### config.mk
export PLATFORM = sky130hd
export DESIGN_NAME = push_debounce
export DESIGN_NICKNAME = d
export VERILOG_FILES = /design/src/rtl/push_debounce.sv
export SDC_FILE = /design/constraint.sdc
export NUM_CORES = 1
export LEC_CHECK = 0
export ABC_AREA = 1
export CAP_MARGIN = 20
export CORE_UTILIZATION = 58
export CTS_BUF_LIST = sky130_fd_sc_hd__clkbuf_4 sky130_fd_sc_hd__clkbuf_8
export DETAILED_ROUTE_END_ITERATION = 6
export PLACE_DENSITY_LB_ADDON = 0.05
export RECOVER_POWER = 25
export SYNTH_ARGS = -nofsm -noshare
export SYNTH_HDL_FRONTEND = slang
export SYNTH_SLANG_ARGS = --single-unit
export TNS_END_PERCENT = 30
### constraint.sdc
create_clock -name CLK -period 2.05 [get_ports CLK]
set_input_delay 0.41 -clock CLK [delete_from_list [all_inputs] [get_ports CLK]]
set_output_delay 0.41 -clock CLK [all_outputs]
set_load 0.02 [all_outputs]
### src/rtl/push_debounce.sv
// push_debounce: synchronises, debounces and edge-detects four active-low push buttons,
// with optional auto-repeat of the press pulse while a button is held.
module push_debounce #(
    parameter int DEB_CYCLES    = 500000,
    parameter int REPEAT_EN     = 1,
    parameter int REPEAT_DELAY  = 25000000,
    parameter int REPEAT_PERIOD = 5000000
) (
    input  logic       CLK,
    input  logic       RST,
    input  logic [3:0] PUSH_IN,
    output logic [3:0] PUSH_LVL,
    output logic [3:0] PUSH_PRESS,
    output logic [3:0] PUSH_REL,
    output logic       PUSH_ANY
);
    localparam int DW = $clog2(DEB_CYCLES);
    localparam int RW = $clog2(REPEAT_DELAY > REPEAT_PERIOD ? REPEAT_DELAY : REPEAT_PERIOD);
    localparam logic [DW-1:0] DEB_MAX = DW'(DEB_CYCLES - 1);
    localparam logic [RW-1:0] DLY_MAX = RW'(REPEAT_DELAY - 1);
    localparam logic [RW-1:0] PER_MAX = RW'(REPEAT_PERIOD - 1);

    typedef enum logic [1:0] {IDLE, DELAY, RPT} rpt_t;

    logic [3:0]    sync1, sync2, diff, rise, fall, tick;
    logic [DW-1:0] deb_cnt [4];
    logic [DW-1:0] deb_cnt_nx [4];
    logic [RW-1:0] rpt_cnt [4];
    logic [RW-1:0] rpt_cnt_nx [4];
    rpt_t          state [4];
    rpt_t          state_nx [4];

    assign diff     = ~sync2 ^ PUSH_LVL;
    assign PUSH_ANY = |PUSH_LVL;

    always_comb begin
        for (int i = 0; i < 4; i++) begin
            rise[i]       = diff[i] && deb_cnt[i] == DEB_MAX && !PUSH_LVL[i];
            fall[i]       = diff[i] && deb_cnt[i] == DEB_MAX && PUSH_LVL[i];
            deb_cnt_nx[i] = (diff[i] && deb_cnt[i] != DEB_MAX) ? deb_cnt[i] + 1'b1 : '0;
            state_nx[i]   = state[i];
            rpt_cnt_nx[i] = rpt_cnt[i] + 1'b1;
            tick[i]       = 1'b0;
            case (state[i])
                IDLE: begin
                    rpt_cnt_nx[i] = '0;
                    if (rise[i] && REPEAT_EN != 0) state_nx[i] = DELAY;
                end
                DELAY: if (rpt_cnt[i] == DLY_MAX) begin
                    tick[i]       = 1'b1;
                    state_nx[i]   = RPT;
                    rpt_cnt_nx[i] = '0;
                end
                RPT: if (rpt_cnt[i] == PER_MAX) begin
                    tick[i]       = 1'b1;
                    rpt_cnt_nx[i] = '0;
                end
                default: state_nx[i] = IDLE;
            endcase
            // a release in the same cycle as a repeat tick suppresses the tick
            if (fall[i]) begin
                state_nx[i]   = IDLE;
                rpt_cnt_nx[i] = '0;
                tick[i]       = 1'b0;
            end
        end
    end

    always_ff @(posedge CLK) begin
        if (RST) begin
            sync1      <= 4'hF;
            sync2      <= 4'hF;
            PUSH_LVL   <= '0;
            PUSH_PRESS <= '0;
            PUSH_REL   <= '0;
            for (int i = 0; i < 4; i++) begin
                deb_cnt[i] <= '0;
                rpt_cnt[i] <= '0;
                state[i]   <= IDLE;
            end
        end else begin
            sync1      <= PUSH_IN;
            sync2      <= sync1;
            PUSH_LVL   <= PUSH_LVL ^ (rise | fall);
            PUSH_PRESS <= rise | tick;
            PUSH_REL   <= fall;
            for (int i = 0; i < 4; i++) begin
                deb_cnt[i] <= deb_cnt_nx[i];
                rpt_cnt[i] <= rpt_cnt_nx[i];
                state[i]   <= state_nx[i];
            end
        end
    end
endmodule

==> results of run 1 <==
[sequential cells by signal (all words and copies together), names as in the netlist]
register / flops
PUSH_LVL: 4
sync1: 4
rpt_cnt: 100
deb_cnt: 76
sync2: 4
PUSH_PRESS: 4
state: 8
PUSH_REL: 4
[metal layers]
metal	track usage	vias up	wire, um
met5	0	-	0
met4	0.0716	0	332
met3	0.0400	28	729
met2	0.380	107	9200
met1	0.309	3972	10500
li1	-	4824	-
[power by group through the flow]
stage / logic, mW / registers [mW] / clock network (mW)
final: 0.316 / 4.03 / 3.92
after global routing: 0.355 / 4.03 / 4.21
after CTS: 0.309 / 4.03 / 4.04
after detailed placement: 0.308 / 4.11 / 0
after global placement: 0.301 / 4.11 / 0
after floorplan: 0.246 / 4.11 / 0
[worst register-to-register path, stage by stage, from the launching register on]
cell	delay, ns
dfxtp_1	0.36
ha_1	0.21
nand2_1	0.09
nor2_2	0.15
nand4_1	0.16
inv_1	0.08
nand2_1	0.07
inv_1	0.08
ha_1	0.18
nor2_2	0.07
nand2_2	0.09
buf_12	0.16
nor2_1	0.05
[synth_stat cells (all sizes together)]
library cell | n | area, sq um
a21oi | 39 | 195
a31oi | 2 | 12.5
and2 | 1 | 6.26
buf | 13 | 113
clkbuf | 2 | 7.51
dfxtp | 204 | 4080
ha | 32 | 400
inv | 212 | 796
nand2 | 308 | 1190
nand3 | 102 | 536
nand3b | 4 | 42.5
nand4 | 44 | 275
nor2 | 348 | 1350
nor3 | 52 | 293
nor3b | 9 | 72.6
nor4 | 2 | 12.5
o21ai | 17 | 88.8
o21bai | 2 | 15.0
o221ai | 1 | 8.76
o31ai | 1 | 7.51
or2 | 12 | 75.1
xnor2 | 28 | 245
xor2 | 79 | 692
[logic make-up (layout without fill, tap and decap cells)]
| logic type | after synthesis | after routing | synth area share |
|---|---|---|---|
| AND/OR/NAND/NOR | 882 | 882 | 0.367 |
| buffers and inverters | 227 | 302 | 0.0870 |
| XOR/XNOR | 107 | 107 | 0.0890 |
| flip-flops | 204 | 204 | 0.388 |
| adder cells (fa/ha/maj) | 32 | 32 | 0.0380 |
| AO/OA/AOI/OAI | 62 | 62 | 0.0311 |
[area by class of cell]
class	count	area, sq um	area share
clock buffer	59	724	0.0616
inverter	212	796	0.0676
clock inverter	2	35.0	0.00298
multi-input combinational	1083	5550	0.471
tap	225	282	0.0239
sequential	204	4090	0.347
timing repair buffer	29	299	0.0254
[stage by stage]
step / cell area, sq um / TNS (ns) / util / cells
global placement: 11000 / 0 / 0.627 / 1752
detailed placement: 11000 / 0 / 0.627 / 1752
floorplan: 10500 / 0 / - / 1514
global route: 11800 / -0.0201 / 0.671 / 1814
CTS: 11800 / 0 / 0.670 / 1813
finish: 11800 / 0 / 0.671 / 1814
[worst max path at each step]
stage                                  start  slack [ns]  cells past startpoint                        to
global route        deb_cnt[2][1]$_SDFF_PP0_       -0.02                     14  state[2][1]$_SDFFE_PP0P_
CTS                   PUSH_LVL[2]$_SDFF_PP0_      0.0002                      1               PUSH_LVL[2]
finish                PUSH_LVL[2]$_SDFF_PP0_        0.09                      3                  PUSH_ANY
global placement    deb_cnt[0][0]$_SDFF_PP0_        0.16                     13  state[0][0]$_SDFFE_PP0P_
detailed placement  deb_cnt[0][0]$_SDFF_PP0_         0.1                     13  state[0][0]$_SDFFE_PP0P_
floorplan           deb_cnt[3][0]$_SDFF_PP0_        0.17                     13  rpt_cnt[3][3]$_SDFF_PP0_
[repair_timing]
| action | 4_1_cts | 5_1_grt |
|---|---|---|
| pin swaps | 0 | 4 |
| endpoints found under the setup margin | 3 | 77 |
| buffers inserted | 0 | 1 |
| gates cloned | 0 | 0 |
| gates resized for setup | 3 | 12 |
==> impl_metrics.ini, run 1 <==
[pwr]
swShare = 0.219
internal_power_mw = 6.45
power_frac_comb = 0.038
power.leakage_nw = 4.46
ir_drop_mv = 0.768
total_power_mw = 8.26
p_clk_frac = 0.474
switchingPower_mw = 1.81
p_per_area_nw_per_um2 = 702
pwr-share-seq = 0.488

[sta]
hold_viol_final = 0
rsz0062_at_grt = yes
timing.hold.ws_ns = 0.386
maxSlewHeadroom = 0.570
fin_skew_ns = 0.0274
setup_viol = 0
finalWorstPathRequiredPeriod_ns = 1.96
fmax_mhz = 510
worst_slack_ns = 0.0911
finalMaxSlewViolations = 0
worstMarginPinSlew_ns = 0.640
period_share = 0.956

[synthesis]
yosys_warnings = 0
syn-num-nets = 1552
synth_seq_area_share = 0.388
synth_cells = 1514
avgSynthCellArea_sq_um = 6.95
synth_area_sq_um = 10500
ys_types = 37
synth_seq_cells = 204

[place]
dp_hpwl_mm = 15.2
io_buffer_count = 18
globalplace.congestion = 0.907
dp_slack_ns = 0.0974

[worst_hold_path]
hold_path_end = sync2[1]$_SDFF_PP1_
hp-class = flop to flop
holdCritStartpoint = sync1[1]$_SDFF_PP1_
hold_depth = 1

[global_routing]
antenna_found_initial = 0
grt_max_degree = 26
grt_pass1_wl_mm = 35.5
grt_pass1_vias = 8166
grt_usage = 0.231
grt_remaining_overflow = 0

[drt]
routedWlPerCell_um = 11.5
vias = 8931
ant_nets = 0
first_iter_violations = 415
dr.pass1.iters = 4
routed_via_density = 4.92
drc = 0
wl_mm = 20.8

[floorplan]
core_area_sq_um = 17500
die_x_um = 137
dieArea_sq_um = 18700
io_pins = 19
start_util = 0.600
row_count = 48
die_h_um = 137

[cts]
clock_sinks = 204
h-tree-depth = 2
insertion_delay_ns = 0.52
numCtsBuffers = 35
cts_buffer_depth = 3
clkTransAtPathRegs_ns = 0.06
cts-root-buf = clkbuf_8
cts_hold_buf = 0
cts_tree = built

[finish]
drive_above_1_share = 0.0818
num-nets-final = 1603
mostFrequentLayoutCell = nor2_1
fill_cells = 1600
insertedDiodeCount = 0
mostFrequentLayoutCells = 333 x nor2_1, 297 x nand2_1, 208 x inv_1, 202 x dfxtp_1, 98 x nand3_1
syn_to_final_growth_pct = 11.8

[setup_path]
arrival_ns = 1.55
r2r-start = deb_cnt[0][0]$_SDFF_PP0_
cp.required_ns = 1.64
cp_slowest_cell = dfxtp_1
worst-path-buf-inv = 2
crit_family = buffers and inverters
rr_worst_depth = 12
cp_max_fo = 5
crit_type = flop to output port
rrSetupSlack_ns = 0.18
end_kind = output port
crit_chain = inv_1 > nand4_1 > dlygate4sd2_1
cpPeakStageDelay_ns = 0.44
cp-start-kind = flop
reg2reg_to = rpt_cnt[0][9]$_SDFF_PP0_

[flow_run]
drv_cap = 0

[run_status]
status = completed
No activity file was read; power rests on OpenSTA's default activity.
==> inputs of run 2 (changes only) <==
--- a/config.mk
+++ b/config.mk
@@ -7,6 +7,7 @@
 export LEC_CHECK = 0
 export ABC_AREA = 1
 export CAP_MARGIN = 20
+export CORE_ASPECT_RATIO = 1.4
 export CORE_UTILIZATION = 58
 export CTS_BUF_LIST = sky130_fd_sc_hd__clkbuf_4 sky130_fd_sc_hd__clkbuf_8
 export DETAILED_ROUTE_END_ITERATION = 6
==> impl_metrics.ini, run 2 (synthesis gave the netlist of run 1 again) <==
[run_status]
status = completed

[drt]
ant_nets = 0
vias = 9102
routedWlPerCell_um = 11.7
routed_via_density = 4.96
wl_mm = 21.5
first_iter_violations = 360
drc = 0
dr.pass1.iters = 7

[pwr]
ir_drop_mv = 0.640
p_clk_frac = 0.455
swShare = 0.223
switchingPower_mw = 1.79
internal_power_mw = 6.24
pwr-share-seq = 0.502
p_per_area_nw_per_um2 = 677
power.leakage_nw = 4.51
power_frac_comb = 0.043

[cts]
cts_hold_buf = 0
h-tree-depth = 2
clock_sinks = 204
cts_buffer_depth = 3
clkTransAtPathRegs_ns = 0.05
insertion_delay_ns = 0.52
cts-root-buf = clkbuf_8
numCtsBuffers = 34
cts_tree = built

[worst_hold_path]
hold_depth = 1
holdCritStartpoint = sync1[1]$_SDFF_PP1_
hold_path_end = sync2[1]$_SDFF_PP1_
hp-class = flop to flop

[finish]
fin_area_sq_um = 11900
top_register = rpt_cnt
insertedDiodeCount = 0
largestRegisters = rpt_cnt: 100 flops, deb_cnt: 76 flops, state: 8 flops
fill_cells = 1639
largest_register_ffs = 100
instances_no_fill = 1834
seqCellArea_sq_um = 4090
num-nets-final = 1616
drive_above_1_share = 0.0957
mostFrequentLayoutCells = 330 x nor2_1, 296 x nand2_1, 205 x inv_1, 200 x dfxtp_1, 97 x nand3_1
mostFrequentLayoutCell = nor2_1
multi_input_area_sq_um = 5580
syn_to_final_growth_pct = 12.8

[place]
io_buffer_count = 18
globalplace.congestion = 0.912
placed_area_sq_um = 11000
dp.cells = 1773
dp_slack_ns = -0.0448
dp_hpwl_mm = 16.0

[setup_path]
cp_slowest_cell = dfxtp_1
crit_type = flop to output port
cp-start-kind = flop
rr_worst_depth = 14
reg2reg_to = rpt_cnt[2][0]$_SDFF_PP0_
crit_chain = inv_1 > nand4_1 > dlygate4sd2_1
end_kind = output port
cp.required_ns = 1.64
arrival_ns = 1.57
rrSetupSlack_ns = 0.12
cpPeakStageDelay_ns = 0.45
r2r-start = deb_cnt[2][1]$_SDFF_PP0_
cp_max_fo = 5

[floorplan]
io_pins = 19
dieArea_sq_um = 18700
start_util = 0.600
die_h_um = 161
die_x_um = 116
core_area_sq_um = 17500
row_count = 57

[sta]
rsz0062_at_grt = yes
finalWorstPathRequiredPeriod_ns = 1.98
timing.hold.ws_ns = 0.408
period_share = 0.965
setup_viol = 0
fin_skew_ns = 0.0145
fmax_mhz = 506
worst_slack_ns = 0.0720
worstMarginPinSlew_ns = 0.514
maxSlewHeadroom = 0.655
fin_tns_setup_ns = 0
finalMaxSlewViolations = 0
hold_viol_final = 0

[global_routing]
grt_max_degree = 26
grt_usage = 0.238
antenna_found_initial = 0
grt_pass1_vias = 8778
grt_pass1_wl_mm = 36.8
grt_remaining_overflow = 0

[flow_run]
drv_cap = 0
[run 2: cell types whose count changed in the layout (fill, tap and decap cells not counted), sizes merged]
| cell | delta |
|---|---|
| buf | +15 |
| clkbuf | -6 |
| bufinv | -1 |
| dlygate4sd2 | +1 |
| dlygate4sd3 | -1 |
| dlymetal6s2s | +1 |
[run 2: metal layers]
| layer | wire length (um) | up-vias | global-route usage | part of all wire |
|---|---|---|---|---|
| met5 | 0 | - | 0 | 0 |
| met4 | 606 | 0 | 0.0897 | 0.028 |
| met3 | 676 | 58 | 0.0439 | 0.031 |
| met2 | 10800 | 121 | 0.435 | 0.50 |
| met1 | 9390 | 4080 | 0.269 | 0.44 |
| li1 | - | 4843 | - | - |
[run 2: what timing repair did]
item / CTS / global route
buffers inserted: 0 / 3
cloned: 0 / 2
pin swaps: 0 / 8
gates resized for setup: 5 / 22
setup endpoints to repair: 8 / 87
[run 2: cell type report]
cell class | instances | area share
multi-input combinational | 1083 | 0.470
sequential | 204 | 0.345
inverter | 212 | 0.0670
clock buffer | 55 | 0.0580
timing repair buffer | 43 | 0.0352
tap | 236 | 0.0249
clock inverter | 1 | 0.000422
[run 2: worst max-delay path, delay by kind of cell (launching register included)]
| kind | cells | cell delay (ns) |
|---|---|---|
| and+or+nand+nor | 1 | 0.15 |
| buffers and inverters | 2 | 0.47 |
| DFF | 1 | 0.45 |
[run 2: how the worst max path moves through the flow]
stage	startpoint	to	slack (ns)	depth (start not counted)
finish	PUSH_LVL[1]$_SDFF_PP0_	PUSH_ANY	0.07	3
floorplan	deb_cnt[3][0]$_SDFF_PP0_	rpt_cnt[3][3]$_SDFF_PP0_	0.17	13
global route	deb_cnt[2][1]$_SDFF_PP0_	rpt_cnt[2][19]$_SDFF_PP0_	-0.006	14
global placement	deb_cnt[3][0]$_SDFF_PP0_	rpt_cnt[3][3]$_SDFF_PP0_	0.05	13
detailed placement	deb_cnt[3][0]$_SDFF_PP0_	rpt_cnt[3][17]$_SDFF_PP0_	-0.04	13
CTS	PUSH_LVL[1]$_SDFF_PP0_	PUSH_LVL[1]	0.004	1
[run 2: power groups by stage]
| stage | sequential, mW | clock, mW | combinational (mW) |
|---|---|---|---|
| after floorplan | 4.11 | 0 | 0.246 |
| after global placement | 4.11 | 0 | 0.295 |
| after detailed placement | 4.11 | 0 | 0.304 |
| after CTS | 4.03 | 3.77 | 0.307 |
| after global routing | 4.03 | 3.94 | 0.387 |
| final | 4.03 | 3.66 | 0.347 |
[run 2: stage by stage]
stage | utilization | power [mW]
2_1_floorplan | - | 4.35
3_3_place_gp | 0.629 | 4.41
5_1_grt | 0.677 | 8.35
6_report | 0.677 | 8.03
3_5_place_dp | 0.629 | 4.42
4_1_cts | 0.669 | 8.10
==> inputs of run 3 (changes only) <==
--- a/config.mk
+++ b/config.mk
@@ -6,7 +6,6 @@
 export NUM_CORES = 1
 export LEC_CHECK = 0
 export ABC_AREA = 1
-export CAP_MARGIN = 20
 export CORE_ASPECT_RATIO = 1.4
 export CORE_UTILIZATION = 58
 export CTS_BUF_LIST = sky130_fd_sc_hd__clkbuf_4 sky130_fd_sc_hd__clkbuf_8
==> results of run 3 <==
Same layout as run 2: the final DEF is identical, and so are final timing and power.
